--- src/rtl/chroni_arb_pkg.sv ---
// Shared types and defaults for the chroni memory read-port arbiter.
package chroni_arb_pkg;

   typedef enum logic [1:0] {
      ArbIdle = 2'd0,
      ArbWait = 2'd1,
      ArbDone = 2'd2
   } arb_state_e;

   typedef logic [1:0] req_id_t;

   localparam req_id_t     VideoReqId = 2'd0;
   localparam int unsigned DefAddrW   = 13;
   localparam int unsigned DefDataW   = 8;
   localparam int unsigned TmoCntW    = 8;

   // Round-robin successor among requesters 1..num_req-1; never yields 0.
   function automatic req_id_t rr_next(req_id_t id, int unsigned num_req);
      if (id == req_id_t'(num_req - 1)) begin
         return req_id_t'(1);
      end
      return id + req_id_t'(1);
   endfunction

endpackage

--- src/rtl/chroni_rr_pick.sv ---
// Combinational circular search over requesters 1..NumReq-1, starting at rr_ptr_i.
module chroni_rr_pick
   import chroni_arb_pkg::*;
#(
   parameter int unsigned  NumReq = 3,
   localparam int unsigned PtrW   = $clog2(NumReq)
) (
   input  logic [NumReq-1:1] req_i,
   input  logic [PtrW-1:0]   rr_ptr_i,
   output logic              valid_o,
   output req_id_t           idx_o
);

   logic [PtrW:0] cand;

   always_comb begin
      valid_o = 1'b0;
      idx_o   = '0;
      cand    = '0;
      for (int unsigned k = 0; k < NumReq - 1; k++) begin
         cand = {1'b0, rr_ptr_i} + (PtrW + 1)'(k);
         // Wrap past the last requester back to 1, skipping the video slot.
         if (cand > (PtrW + 1)'(NumReq - 1)) begin
            cand = cand - (PtrW + 1)'(NumReq - 1);
         end
         if (!valid_o && req_i[cand[PtrW-1:0]]) begin
            valid_o = 1'b1;
            idx_o   = req_id_t'(cand);
         end
      end
   end

endmodule

--- src/rtl/chroni_mem_arbiter.sv ---
// Memory read-port arbiter: requester 0 (video) fixed priority, others round-robin.
// Optional WAIT timeout enabled by defining CHRONI_ARB_TIMEOUT_EN.
module chroni_mem_arbiter
   import chroni_arb_pkg::*;
#(
   parameter int unsigned NumReq  = 3,
   parameter int unsigned AddrW   = DefAddrW,
   parameter int unsigned DataW   = DefDataW,
   parameter int unsigned Timeout = 255
) (
   input  logic                    sys_clk_i,
   input  logic                    reset_ni,
   input  logic [NumReq-1:0]       req_i,
   input  logic [NumReq*AddrW-1:0] req_addr_i,
   output logic [NumReq-1:0]       ack_o,
   output logic [DataW-1:0]        rd_data_o,
   output logic [AddrW-1:0]        mem_addr_o,
   output logic                    mem_rd_req_o,
   input  logic                    mem_rd_ack_i,
   input  logic [DataW-1:0]        mem_data_in_i,
   output logic [1:0]              grant_id_o,
   output logic                    arb_err_o
);

   localparam int unsigned PtrW = $clog2(NumReq);

   if (NumReq < 2 || NumReq > 4) begin : g_bad_num_req
      $error("chroni_mem_arbiter: NumReq must be in 2..4");
   end
   if (Timeout < 1 || Timeout > 255) begin : g_bad_timeout
      $error("chroni_mem_arbiter: Timeout must fit the 8-bit wait counter");
   end

   arb_state_e        state_q, state_d;
   req_id_t           grant_q, grant_d;
   logic [AddrW-1:0]  mem_addr_q, mem_addr_d;
   logic              mem_rd_req_q, mem_rd_req_d;
   logic [DataW-1:0]  rd_data_q, rd_data_d;
   logic [NumReq-1:0] ack_q, ack_d;
   logic [PtrW-1:0]   rr_ptr_q, rr_ptr_d;
`ifdef CHRONI_ARB_TIMEOUT_EN
   logic [TmoCntW-1:0] tmo_cnt_q, tmo_cnt_d;
   logic               arb_err_q, arb_err_d;
`endif

   logic [AddrW-1:0] addr_slice [NumReq];
   logic             pick_valid;
   req_id_t          pick_idx;
   req_id_t          win;

   for (genvar i = 0; i < NumReq; i++) begin : g_addr_slice
      assign addr_slice[i] = req_addr_i[i*AddrW +: AddrW];
   end

   chroni_rr_pick #(
      .NumReq (NumReq)
   ) u_rr_pick (
      .req_i    (req_i[NumReq-1:1]),
      .rr_ptr_i (rr_ptr_q),
      .valid_o  (pick_valid),
      .idx_o    (pick_idx)
   );

   always_comb begin
      state_d      = state_q;
      grant_d      = grant_q;
      mem_addr_d   = mem_addr_q;
      mem_rd_req_d = mem_rd_req_q;
      rd_data_d    = rd_data_q;
      ack_d        = '0;
      rr_ptr_d     = rr_ptr_q;
      win          = req_i[VideoReqId] ? VideoReqId : pick_idx;
`ifdef CHRONI_ARB_TIMEOUT_EN
      tmo_cnt_d    = tmo_cnt_q;
      arb_err_d    = arb_err_q;
`endif

      case (state_q)
         ArbIdle: begin
            if (req_i[VideoReqId] || pick_valid) begin
               grant_d      = win;
               mem_addr_d   = addr_slice[win[PtrW-1:0]];
               mem_rd_req_d = 1'b1;
               state_d      = ArbWait;
`ifdef CHRONI_ARB_TIMEOUT_EN
               tmo_cnt_d    = '0;
`endif
            end
         end
         ArbWait: begin
            if (mem_rd_ack_i) begin
               mem_rd_req_d                = 1'b0;
               rd_data_d                   = mem_data_in_i;
               ack_d[grant_q[PtrW-1:0]]    = 1'b1;
               state_d                     = ArbDone;
`ifdef CHRONI_ARB_TIMEOUT_EN
            end else if (tmo_cnt_q == TmoCntW'(Timeout - 1)) begin
               // Memory never answered: complete with all-ones so the requester unblocks.
               mem_rd_req_d                = 1'b0;
               rd_data_d                   = '1;
               ack_d[grant_q[PtrW-1:0]]    = 1'b1;
               arb_err_d                   = 1'b1;
               state_d                     = ArbDone;
            end else begin
               tmo_cnt_d = tmo_cnt_q + TmoCntW'(1);
`endif
            end
         end
         ArbDone: begin
            // Gap cycle lets the served requester drop its req before re-arbitration.
            if (grant_q != VideoReqId) begin
               rr_ptr_d = PtrW'(rr_next(grant_q, NumReq));
            end
            state_d = ArbIdle;
         end
         default: begin
            state_d = ArbIdle;
         end
      endcase
   end

   always_ff @(posedge sys_clk_i or negedge reset_ni) begin
      if (!reset_ni) begin
         state_q      <= ArbIdle;
         grant_q      <= VideoReqId;
         mem_addr_q   <= '0;
         mem_rd_req_q <= 1'b0;
         rd_data_q    <= '0;
         ack_q        <= '0;
         rr_ptr_q     <= PtrW'(1);
      end else begin
         state_q      <= state_d;
         grant_q      <= grant_d;
         mem_addr_q   <= mem_addr_d;
         mem_rd_req_q <= mem_rd_req_d;
         rd_data_q    <= rd_data_d;
         ack_q        <= ack_d;
         rr_ptr_q     <= rr_ptr_d;
      end
   end

`ifdef CHRONI_ARB_TIMEOUT_EN
   always_ff @(posedge sys_clk_i or negedge reset_ni) begin
      if (!reset_ni) begin
         tmo_cnt_q <= '0;
         arb_err_q <= 1'b0;
      end else begin
         tmo_cnt_q <= tmo_cnt_d;
         arb_err_q <= arb_err_d;
      end
   end

   assign arb_err_o = arb_err_q;
`else
   assign arb_err_o = 1'b0;
`endif

   assign ack_o        = ack_q;
   assign rd_data_o    = rd_data_q;
   assign mem_addr_o   = mem_addr_q;
   assign mem_rd_req_o = mem_rd_req_q;
   assign grant_id_o   = grant_q;

endmodule

--- config.mk ---
export PLATFORM = sky130hd
export DESIGN_NAME = chroni_mem_arbiter
export DESIGN_NICKNAME = d
export VERILOG_FILES = /design/src/rtl/chroni_arb_pkg.sv /design/src/rtl/chroni_rr_pick.sv /design/src/rtl/chroni_mem_arbiter.sv
export SDC_FILE = /design/constraint.sdc
export NUM_CORES = 1
export LEC_CHECK = 0
export CELL_PAD_IN_SITES_DETAIL_PLACEMENT = 0
export CELL_PAD_IN_SITES_GLOBAL_PLACEMENT = 1
export CORE_UTILIZATION = 30
export DETAILED_ROUTE_END_ITERATION = 8
export GPL_TIMING_DRIVEN = 0
export PLACE_DENSITY_LB_ADDON = 0.3
export SETUP_SLACK_MARGIN = 0.2
export SLEW_MARGIN = 25
export SYNTH_ARGS = -nofsm -noshare
export SYNTH_HDL_FRONTEND = slang
export SYNTH_SLANG_ARGS = --single-unit
--- constraint.sdc ---
create_clock -name sys_clk_i -period 3.65 [get_ports sys_clk_i]
set_input_delay 0.73 -clock sys_clk_i [delete_from_list [all_inputs] [get_ports sys_clk_i]]
set_output_delay 0.73 -clock sys_clk_i [all_outputs]
set_load 0.02 [all_outputs]
==> results of run 1 <==
==> area by class of cell <==
class                      instances  area [um2]  share of cell area
timing repair buffer              80         806               0.323
sequential                        31         777               0.311
multi-input combinational        107         631               0.253
tap                               67        83.8              0.0336
clock buffer                       6        82.6              0.0331
buffer                             9        75.1              0.0301
clock inverter                     2        35.0              0.0140
inverter                           2        7.51             0.00301
==> routing by layer <==
| layer | global-route usage | vias up | wire [um] | part of all wire |
|---|---|---|---|---|
| li1 | - | 695 | - | - |
| met1 | 0.213 | 655 | 1790 | 0.46 |
| met2 | 0.249 | 47 | 1870 | 0.48 |
| met3 | 0.0458 | 4 | 230 | 0.059 |
| met4 | 0.0719 | 0 | 31 | 0.0079 |
| met5 | 0 | - | 0 | 0 |
==> worst max path at each step <==
stage | start | to | cells past startpoint
final | grant_id_o[1] | grant_id_o[1] | 1
after global routing | grant_id_o[1] | grant_id_o[1] | 1
after CTS | grant_id_o[1] | grant_id_o[1] | 1
after detailed placement | req_i[2] | mem_addr_o[0] | 6
after global placement | reset_ni | rd_data_o[1] | 1
after floorplan | req_i[0] | mem_addr_o[0] | 4
==> per-stage QoR <==
| step | instances | worst slack (ps) | hold WS (ps) | instance area (um2) | total power, W |
|---|---|---|---|---|---|
| 2_1_floorplan | 149 | 2020 | 434 | 1490 | 0.00110 |
| 3_3_place_gp | 295 | 1210 | 459 | 2360 | 0.00151 |
| 3_5_place_dp | 296 | 1360 | 466 | 2380 | 0.00152 |
| 4_1_cts | 304 | 1520 | 241 | 2500 | 0.00188 |
| 5_1_grt | 304 | 1460 | 239 | 2500 | 0.00198 |
| 6_report | 304 | 1540 | 254 | 2500 | 0.00185 |
==> logic make-up (layout without fill, tap and decap cells) <==
family	after synthesis	in the layout
flip-flops	31	31
other	1	1
buffers and inverters	11	99
AO/OA/AOI/OAI	51	51
AND/OR/NAND/NOR	55	55
==> sequential cells by signal (all words and copies together) (netlist names) <==
name and flops:
rd_data_o 8, grant_id_o 2, mem_addr_o 13, state_q 2, ack_o 3, rr_ptr_q 2
mem_rd_req_o 1
==> placed cells by master, fill, tap and decap left out, drive strengths merged <==
cell / instances
nor2b: 4
nand2: 44
conb: 1
nor3: 1
a221oi: 13
a31oi: 1
nor2: 2
nand2b: 1
nand3b: 1
bufinv: 1
o21a: 1
a21oi: 4
inv: 1
dfstp: 1
clkdlybuf4s50: 78
clkinv: 2
a211oi: 2
clkbuf: 7
dfrtp: 30
o21ai: 29
nor3b: 2
a211o: 1
buf: 10
==> power by group through the flow <==
stage	Clock [W]	Sequential (W)	Combinational [W]
2_1_floorplan	0	0.000772	0.000331
3_3_place_gp	0	0.000617	0.000897
3_5_place_dp	0	0.000620	0.000903
4_1_cts	0.000357	0.000616	0.000907
5_1_grt	0.000374	0.000640	0.000970
6_report	0.000343	0.000614	0.000892
==> flow_metrics.env, run 1 <==
export IMPL_status="finished clean"
export IMPL_h_tree_depth=2
export IMPL_synth_compound_area_share=0.254
export IMPL_worstSetupEndpointType="output port"
export IMPL_portBuffers=79
export IMPL_clock_sinks=31
export IMPL_gp_congestion=0.747
export IMPL_wirelength_um=3920
export IMPL_start_util=0.313
export IMPL_first_global_vias=1350
export IMPL_synthFlopType="dfrtp_1"
export IMPL_yosysMostFrequentCell="nand2_1"
export IMPL_reg2reg_to="mem_addr_o[11]"
export IMPL_fp_row_count=25
export IMPL_synth_top_family_by_area="compound AO/OA/AOI/OAI gates"
export IMPL_cp_slowest_stage_delay_ps=650
export IMPL_synth_top_cell_area_share=0.504
export IMPL_cp_slowest_cell="clkdlybuf4s50_1"
export IMPL_synthSimpleGateAreaFrac=0.167
export IMPL_synthTopCellsByCount="nand2_1, dfrtp_1, o21ai_1, a221oi_1"
export IMPL_dp_hpwl_um=2850
export IMPL_reg2reg_from="rr_ptr_q[0]"
export IMPL_maxCapViolCount=0
export IMPL_netlist_area_um2=1490
export IMPL_layout_nets=289
export IMPL_grt_pass1_wl_um=6390
export IMPL_drc=0
export IMPL_grt_overflow=0
export IMPL_max_freq_ghz=0.474
export IMPL_antenna_found_initial=0
export IMPL_finalWorstPathRequiredPeriod_ps=2110
export IMPL_ff2ff_path_depth=5
export IMPL_swShare=0.374
export IMPL_drive_gt1_frac=0.148
export IMPL_ys_seq_area_frac=0.521
export IMPL_coreArea_um2=4750
export IMPL_combPwrFrac=0.482
export IMPL_cts_tree="yes"
export IMPL_wl_per_cell_um=12.9
export IMPL_die_y_um=72.5
export IMPL_syn_nets=202
export IMPL_async_flop_share=1.00
export IMPL_nFillCells=470
export IMPL_rsz0062_at_grt="no"
export IMPL_yosys_area_top_type="dfrtp_1"
export IMPL_skew_ps=7.44
export IMPL_p_int_w=0.00116
export IMPL_power_frac_clock=0.186
export IMPL_synthToLayoutAreaGrowth_pct=67.6
export IMPL_hold_viol_final=0
export IMPL_path_clk_slew_ps=60
export IMPL_vias_per_cell=4.61
export IMPL_ff2ff_setup_slack_ps=2120
export IMPL_start_kind="register"
export IMPL_grt_max_degree=30
export IMPL_cts_resized=0
export IMPL_die_w_um=72.5
export IMPL_cts_setup_buffers=0
export IMPL_power_density_nw_per_um2=740
export IMPL_synth_adder_area_share=0
export IMPL_irDropWorstVdd_mv=0.318
export IMPL_detail_route_first_pass_iterations=4
export IMPL_crit_fanout=7
export IMPL_worstPathCellList="clkdlybuf4s50_1"
export IMPL_crit_arrival_ps=1380
export IMPL_min_path_type="input port to asynchronous set/reset pin"
export IMPL_clock_path_buffers=2
export IMPL_crit_type="register to output port"
export IMPL_vias=1401
export IMPL_syn_inst=149
export IMPL_first_iter_violations=52
export IMPL_synth_edf_count=0
export IMPL_root_buffer="clkbuf_8"
export IMPL_yosys_cell_types_count=29
export IMPL_io_pins=81
export IMPL_cpLargestDelayFamily="buffers and inverters"
export IMPL_setup_viol=0
export IMPL_synth_xor_area_frac=0
export IMPL_finalSetupTns_ps=0
export IMPL_ys_seq_elements=31
export IMPL_worstSkewPairLatency_ps=270
export IMPL_drv_slew=0
export IMPL_postRouteAntennaNets=0
export IMPL_power_frac_seq=0.332
export IMPL_utilization=0.525
export IMPL_synth_area_leaders="dfrtp_1, nand2_1, o21ai_1"
export IMPL_diodes=0
export IMPL_worst_ep_required_time_ps=2920
export IMPL_dieArea_um2=5250
export IMPL_hold_buffers=0
export IMPL_cp_num_buf_inv=1
export IMPL_grtUsageTotal=0.162
export IMPL_synth_avg_cell_area_um2=10.0
export IMPL_yosys_warnings=0
export IMPL_cts_buffers=5
export IMPL_synth_mux_area_fraction=0
export IMPL_power_leakage_nw=1.04
export IMPL_min_period_over_period=0.578
export IMPL_switchingPower_w=0.000691
(Power assumes the default switching activity.)
==> inputs of run 2 (changes only) <==
CORE_UTILIZATION = 25   (was 30)
clock period = 1.8 ns   (was 3.65 ns; I/O delays follow)
==> flow_metrics.env, run 2 (synthesized netlist as in run 1, its figures left out) <==
export IMPL_status="finished, violations left"
export IMPL_violations="hold timing"
export IMPL_reg2reg_from="rr_ptr_q[0]"
export IMPL_power_leakage_nw=1.24
export IMPL_dieArea_um2=6270
export IMPL_grt_overflow=0
export IMPL_skew_ps=3.38
export IMPL_ff2ff_path_depth=5
export IMPL_first_global_vias=1361
export IMPL_portBuffers=79
export IMPL_reg2reg_to="mem_addr_o[0]"
export IMPL_die_y_um=79.2
export IMPL_start_kind="input port"
export IMPL_finalWorstPathRequiredPeriod_ps=1540
export IMPL_whs_ps=-0.268
export IMPL_h_tree_depth=2
export IMPL_ff2ff_setup_slack_ps=280
export IMPL_root_buffer="clkbuf_8"
export IMPL_worst_ep_required_time_ps=2000
export IMPL_grt_pass1_wl_um=6930
export IMPL_cts_buffers=5
export IMPL_worstPathCellList="clkdlybuf4s50_1 -> nand2b_2 -> a31oi_4 -> buf_6 -> a221oi_1 -> o21ai_1"
export IMPL_diodes=0
export IMPL_power_density_nw_per_um2=1430
export IMPL_crit_type="input port to register"
export IMPL_wl_per_cell_um=13.9
export IMPL_fp_row_count=27
export IMPL_start_util=0.264
export IMPL_coreArea_um2=5640
export IMPL_clock_path_buffers=2
export IMPL_gp_congestion=0.740
export IMPL_cts_tree="yes"
export IMPL_setup_viol=0
export IMPL_post_route_cell_area_um2=2560
export IMPL_grtUsageTotal=0.144
export IMPL_crit_fanout=10
export IMPL_hold_viol_final=1
export IMPL_clock_sinks=31
export IMPL_vias=1409
export IMPL_dp_hpwl_um=3180
export IMPL_dpl_cell_area_um2=2390
export IMPL_grt_max_degree=19
export IMPL_largest_reg_flops=13
export IMPL_layout_nets=290
export IMPL_final_cell_mix="clkdlybuf4s50_1, nand2_1, dfrtp_1"
export IMPL_p_int_w=0.00222
export IMPL_power_frac_seq=0.338
export IMPL_antenna_found_initial=0
export IMPL_irDropWorstVdd_mv=0.461
export IMPL_combPwrFrac=0.469
export IMPL_min_path_type="input port to asynchronous set/reset pin"
export IMPL_drive_gt1_frac=0.176
export IMPL_crit_arrival_ps=1740
export IMPL_io_pins=81
export IMPL_rsz0062_at_grt="no"
export IMPL_switchingPower_w=0.00143
export IMPL_drc=0
export IMPL_wirelength_um=4320
export IMPL_worstSkewPairLatency_ps=270
export IMPL_final_common_cell="clkdlybuf4s50_1"
export IMPL_max_freq_ghz=0.648
export IMPL_power_frac_clock=0.192
export IMPL_path_clk_slew_ps=70
export IMPL_detail_route_first_pass_iterations=4
export IMPL_swShare=0.391
export IMPL_die_w_um=79.2
export IMPL_cp_slowest_cell="clkdlybuf4s50_1"
export IMPL_maxCapViolCount=0
export IMPL_postRouteAntennaNets=0
export IMPL_min_period_over_period=0.857
export IMPL_synthToLayoutAreaGrowth_pct=72.0
export IMPL_vias_per_cell=4.55
export IMPL_worstSetupEndpointType="register"
export IMPL_drv_slew=0
export IMPL_first_iter_violations=55
export IMPL_cp_slowest_stage_delay_ps=440
export IMPL_utilization=0.454
[run 2: changes by cell type in the layout (fill, tap and decap cells not counted), sizes merged]
| cell | previous run | this run |
|---|---|---|
| clkbuf | 7 | 8 |
| clkdlybuf4s50 | 78 | 49 |
| dlygate4sd2 | 0 | 18 |
| dlymetal6s2s | 0 | 11 |
[run 2: metrics by stage]
step | TNS (ps) | cells | power [W] | setup WS, ps
2_1_floorplan | 0 | 149 | 0.00224 | 375
3_3_place_gp | -10680 | 300 | 0.00308 | -317
3_5_place_dp | -1130 | 301 | 0.00310 | -129
4_1_cts | 0 | 309 | 0.00369 | 201
5_1_grt | 0 | 310 | 0.00389 | 205
6_report | 0 | 310 | 0.00365 | 258
[run 2: power groups by stage]
stage                     registers, W  clock network [W]  logic, W
after floorplan                0.00156                  0  0.000671
after global placement         0.00125                  0   0.00183
after detailed placement       0.00126                  0   0.00184
after CTS                      0.00124           0.000717   0.00173
after global routing           0.00128           0.000746   0.00186
final                          0.00124           0.000702   0.00172
[run 2: critical path, delay by kind of cell]
family,cells,cell delay (ps)
AOI/OAI and AO/OA,3,480
buffers and inverters,2,640
and+or+nand+nor,1,250
[run 2: layout make-up]
cell class                      count  area [um2]
Multi-Input combinational cell    107         658
Fill cell                         562        3080
Clock inverter                      2        35.0
Sequential cell                    31         777
Tap cell                           72        90.1
Buffer                              9        87.6
Clock buffer                        6        82.6
Inverter                            2        7.51
Timing Repair Buffer               81         826
[run 2: worst max-delay path by stage]
stage,startpoint,to,depth (start not counted)
global route,rr_ptr_q[0],mem_addr_o[3],5
CTS,rd_data_o[6],rd_data_o[6],1
detailed placement,req_i[0],mem_addr_o[12],6
finish,req_i[0],mem_addr_o[3],6
floorplan,rr_ptr_q[0],mem_addr_o[0],6
global placement,reset_ni,rd_data_o[1],1
[run 2: repair_timing]
item / CTS / global route
hold buffers: 0 / 0
gates resized for setup: 20 / 20
buffers inserted: 0 / 1
endpoints found under the setup margin: 25 / 20
[run 2: routing by layer]
layer | vias to the layer above | routed length (um) | track usage | share of wire
met2 | 43 | 2010 | 0.227 | 0.47
li1 | 698 | - | - | -
met4 | 0 | 59 | 0.0600 | 0.014
met3 | 5 | 231 | 0.0207 | 0.053
met1 | 663 | 2020 | 0.196 | 0.47
met5 | - | 0 | 0 | 0
==> inputs of run 3 (changes only) <==
CORE_UTILIZATION = 40   (was 25)
DONT_BUFFER_PORTS = 1   (was default)
HOLD_SLACK_MARGIN = 0.03   (was default)
PLACE_DENSITY = 0.82   (was default)
PLACE_DENSITY_LB_ADDON = default   (was 0.3)
==> flow_metrics.env, run 3 (synthesized netlist as in run 1, its figures left out) <==
export IMPL_status="finished clean"
export IMPL_gp_congestion=0.746
export IMPL_setup_viol=0
export IMPL_synthToLayoutAreaGrowth_pct=13.8
export IMPL_io_pins=81
export IMPL_skew_ps=5.03
export IMPL_power_frac_seq=0.531
export IMPL_worstSetupEndpointType="register"
export IMPL_maxCapViolCount=0
export IMPL_min_period_over_period=0.842
export IMPL_largest_reg_flops=13
export IMPL_grt_overflow=0
export IMPL_swShare=0.431
export IMPL_drive_gt1_frac=0.217
export IMPL_crit_fanout=10
export IMPL_power_frac_clock=0.190
export IMPL_combPwrFrac=0.278
export IMPL_first_iter_violations=20
export IMPL_cts_buffers=5
export IMPL_min_path_type="input port to register"
export IMPL_dp_hpwl_um=2500
export IMPL_drc=0
export IMPL_antenna_found_initial=0
export IMPL_fp_row_count=21
export IMPL_rsz0062_at_grt="no"
export IMPL_switchingPower_w=0.00132
export IMPL_clock_sinks=31
export IMPL_crit_arrival_ps=1720
export IMPL_dp_cells=195
export IMPL_nFillCells=316
export IMPL_finalWorstPathRequiredPeriod_ps=1520
export IMPL_drv_slew=0
export IMPL_grt_pass1_wl_um=5570
export IMPL_wl_per_cell_um=16.2
export IMPL_worst_ep_required_time_ps=2000
export IMPL_die_y_um=63.0
export IMPL_power_leakage_nw=0.738
export IMPL_postRouteAntennaNets=0
export IMPL_path_clk_slew_ps=60
export IMPL_h_tree_depth=2
export IMPL_finalSetupTns_ps=0
export IMPL_vias_per_cell=5.51
export IMPL_whs_ps=183
export IMPL_final_common_cell="nand2_1"
export IMPL_final_cell_mix="nand2_1, dfrtp_1, o21ai_1"
export IMPL_grt_max_degree=32
export IMPL_layout_nets=213
export IMPL_dieArea_um2=3970
export IMPL_crit_type="register to register"
export IMPL_die_w_um=63.0
export IMPL_irDropWorstVdd_mv=0.640
export IMPL_worstSkewPairLatency_ps=270
export IMPL_start_util=0.433
export IMPL_root_buffer="clkbuf_8"
export IMPL_layout_cells_non_filler=207
export IMPL_start_kind="register"
export IMPL_min_path_cells=1
export IMPL_detail_route_first_pass_iterations=4
export IMPL_grtUsageTotal=0.182
export IMPL_ff2ff_path_depth=5
export IMPL_power_density_nw_per_um2=1800
export IMPL_max_freq_ghz=0.659
export IMPL_diodes=0
export IMPL_wirelength_um=3360
export IMPL_clock_path_buffers=2
export IMPL_p_int_w=0.00174
export IMPL_first_global_vias=1204
export IMPL_cts_tree="yes"
export IMPL_coreArea_um2=3440
export IMPL_vias=1141
export IMPL_portBuffers=0
export IMPL_hold_viol_final=0
## run 3: cell types whose count changed in the layout (fill, tap and decap cells not counted), sizes merged
cell           change
dlymetal6s2s      -11
clkinv             -1
dlygate4sd2       -18
clkbuf             +2
bufinv             -1
dlygate4sd3        +1
clkdlybuf4s50     -49
## run 3: metrics by stage
| step | total power (W) | instance area [um2] | util | setup slack (ps) |
|---|---|---|---|---|
| floorplan | 0.00224 | 1490 | - | 375 |
| global placement | 0.00240 | 1550 | 0.450 | 323 |
| detailed placement | 0.00245 | 1550 | 0.450 | 262 |
| CTS | 0.00307 | 1680 | 0.487 | 246 |
| global route | 0.00327 | 1700 | 0.493 | 189 |
| finish | 0.00306 | 1700 | 0.493 | 284 |
## run 3: routing by layer
metal | routed length, um | GRT usage
met3 | 239 | 0.0529
met1 | 1400 | 0.207
met5 | 0 | 0
met2 | 1680 | 0.306
met4 | 43 | 0.0930
## run 3: worst max-delay path: stages, from the launching register on
cell	delay, ps
dfstp_2	570
nor2b_1	60
o21ai_1	290
clkbuf_4	300
o21ai_1	90
o21ai_1	120
## run 3: worst paths after layout
kind | endpoint | from | slack [ps]
min reg2reg | rr_ptr_q[0] | rr_ptr_q[0] | 550
max reg2reg | mem_addr_o[12] | rr_ptr_q[0] | 280
max in group asynchronous | rr_ptr_q[0] | reset_ni | 1010
min | state_q[0] | mem_rd_ack_i | 180
min in group asynchronous | rd_data_o[5] | reset_ni | 570
max | mem_addr_o[12] | rr_ptr_q[0] | 280
## run 3: power groups by stage
| stage | Clock, W | Combinational [W] | Sequential [W] |
|---|---|---|---|
| after floorplan | 0 | 0.000671 | 0.00156 |
| after global placement | 0 | 0.000765 | 0.00163 |
| after detailed placement | 0 | 0.000814 | 0.00164 |
| after CTS | 0.000602 | 0.000838 | 0.00163 |
| after global routing | 0.000632 | 0.000978 | 0.00166 |
| final | 0.000581 | 0.000851 | 0.00162 |
## run 3: repair_timing
item | 4_1_cts | 5_1_grt
endpoints found under the setup margin | 0 | 8
endpoints found under the hold margin | 31 | 0
hold buffers | 2 | 0
buffers inserted | 0 | 2
resized for setup | 0 | 1
## run 3: area by class of cell
cell class	count	area (um2)	area share
Clock buffer	8	100	0.0590
Buffer	9	77.6	0.0458
Timing Repair Buffer	4	45.0	0.0266
Inverter	2	7.51	0.00443
Multi-Input combinational cell	107	631	0.372
Tap cell	46	57.6	0.0339
Sequential cell	31	777	0.458
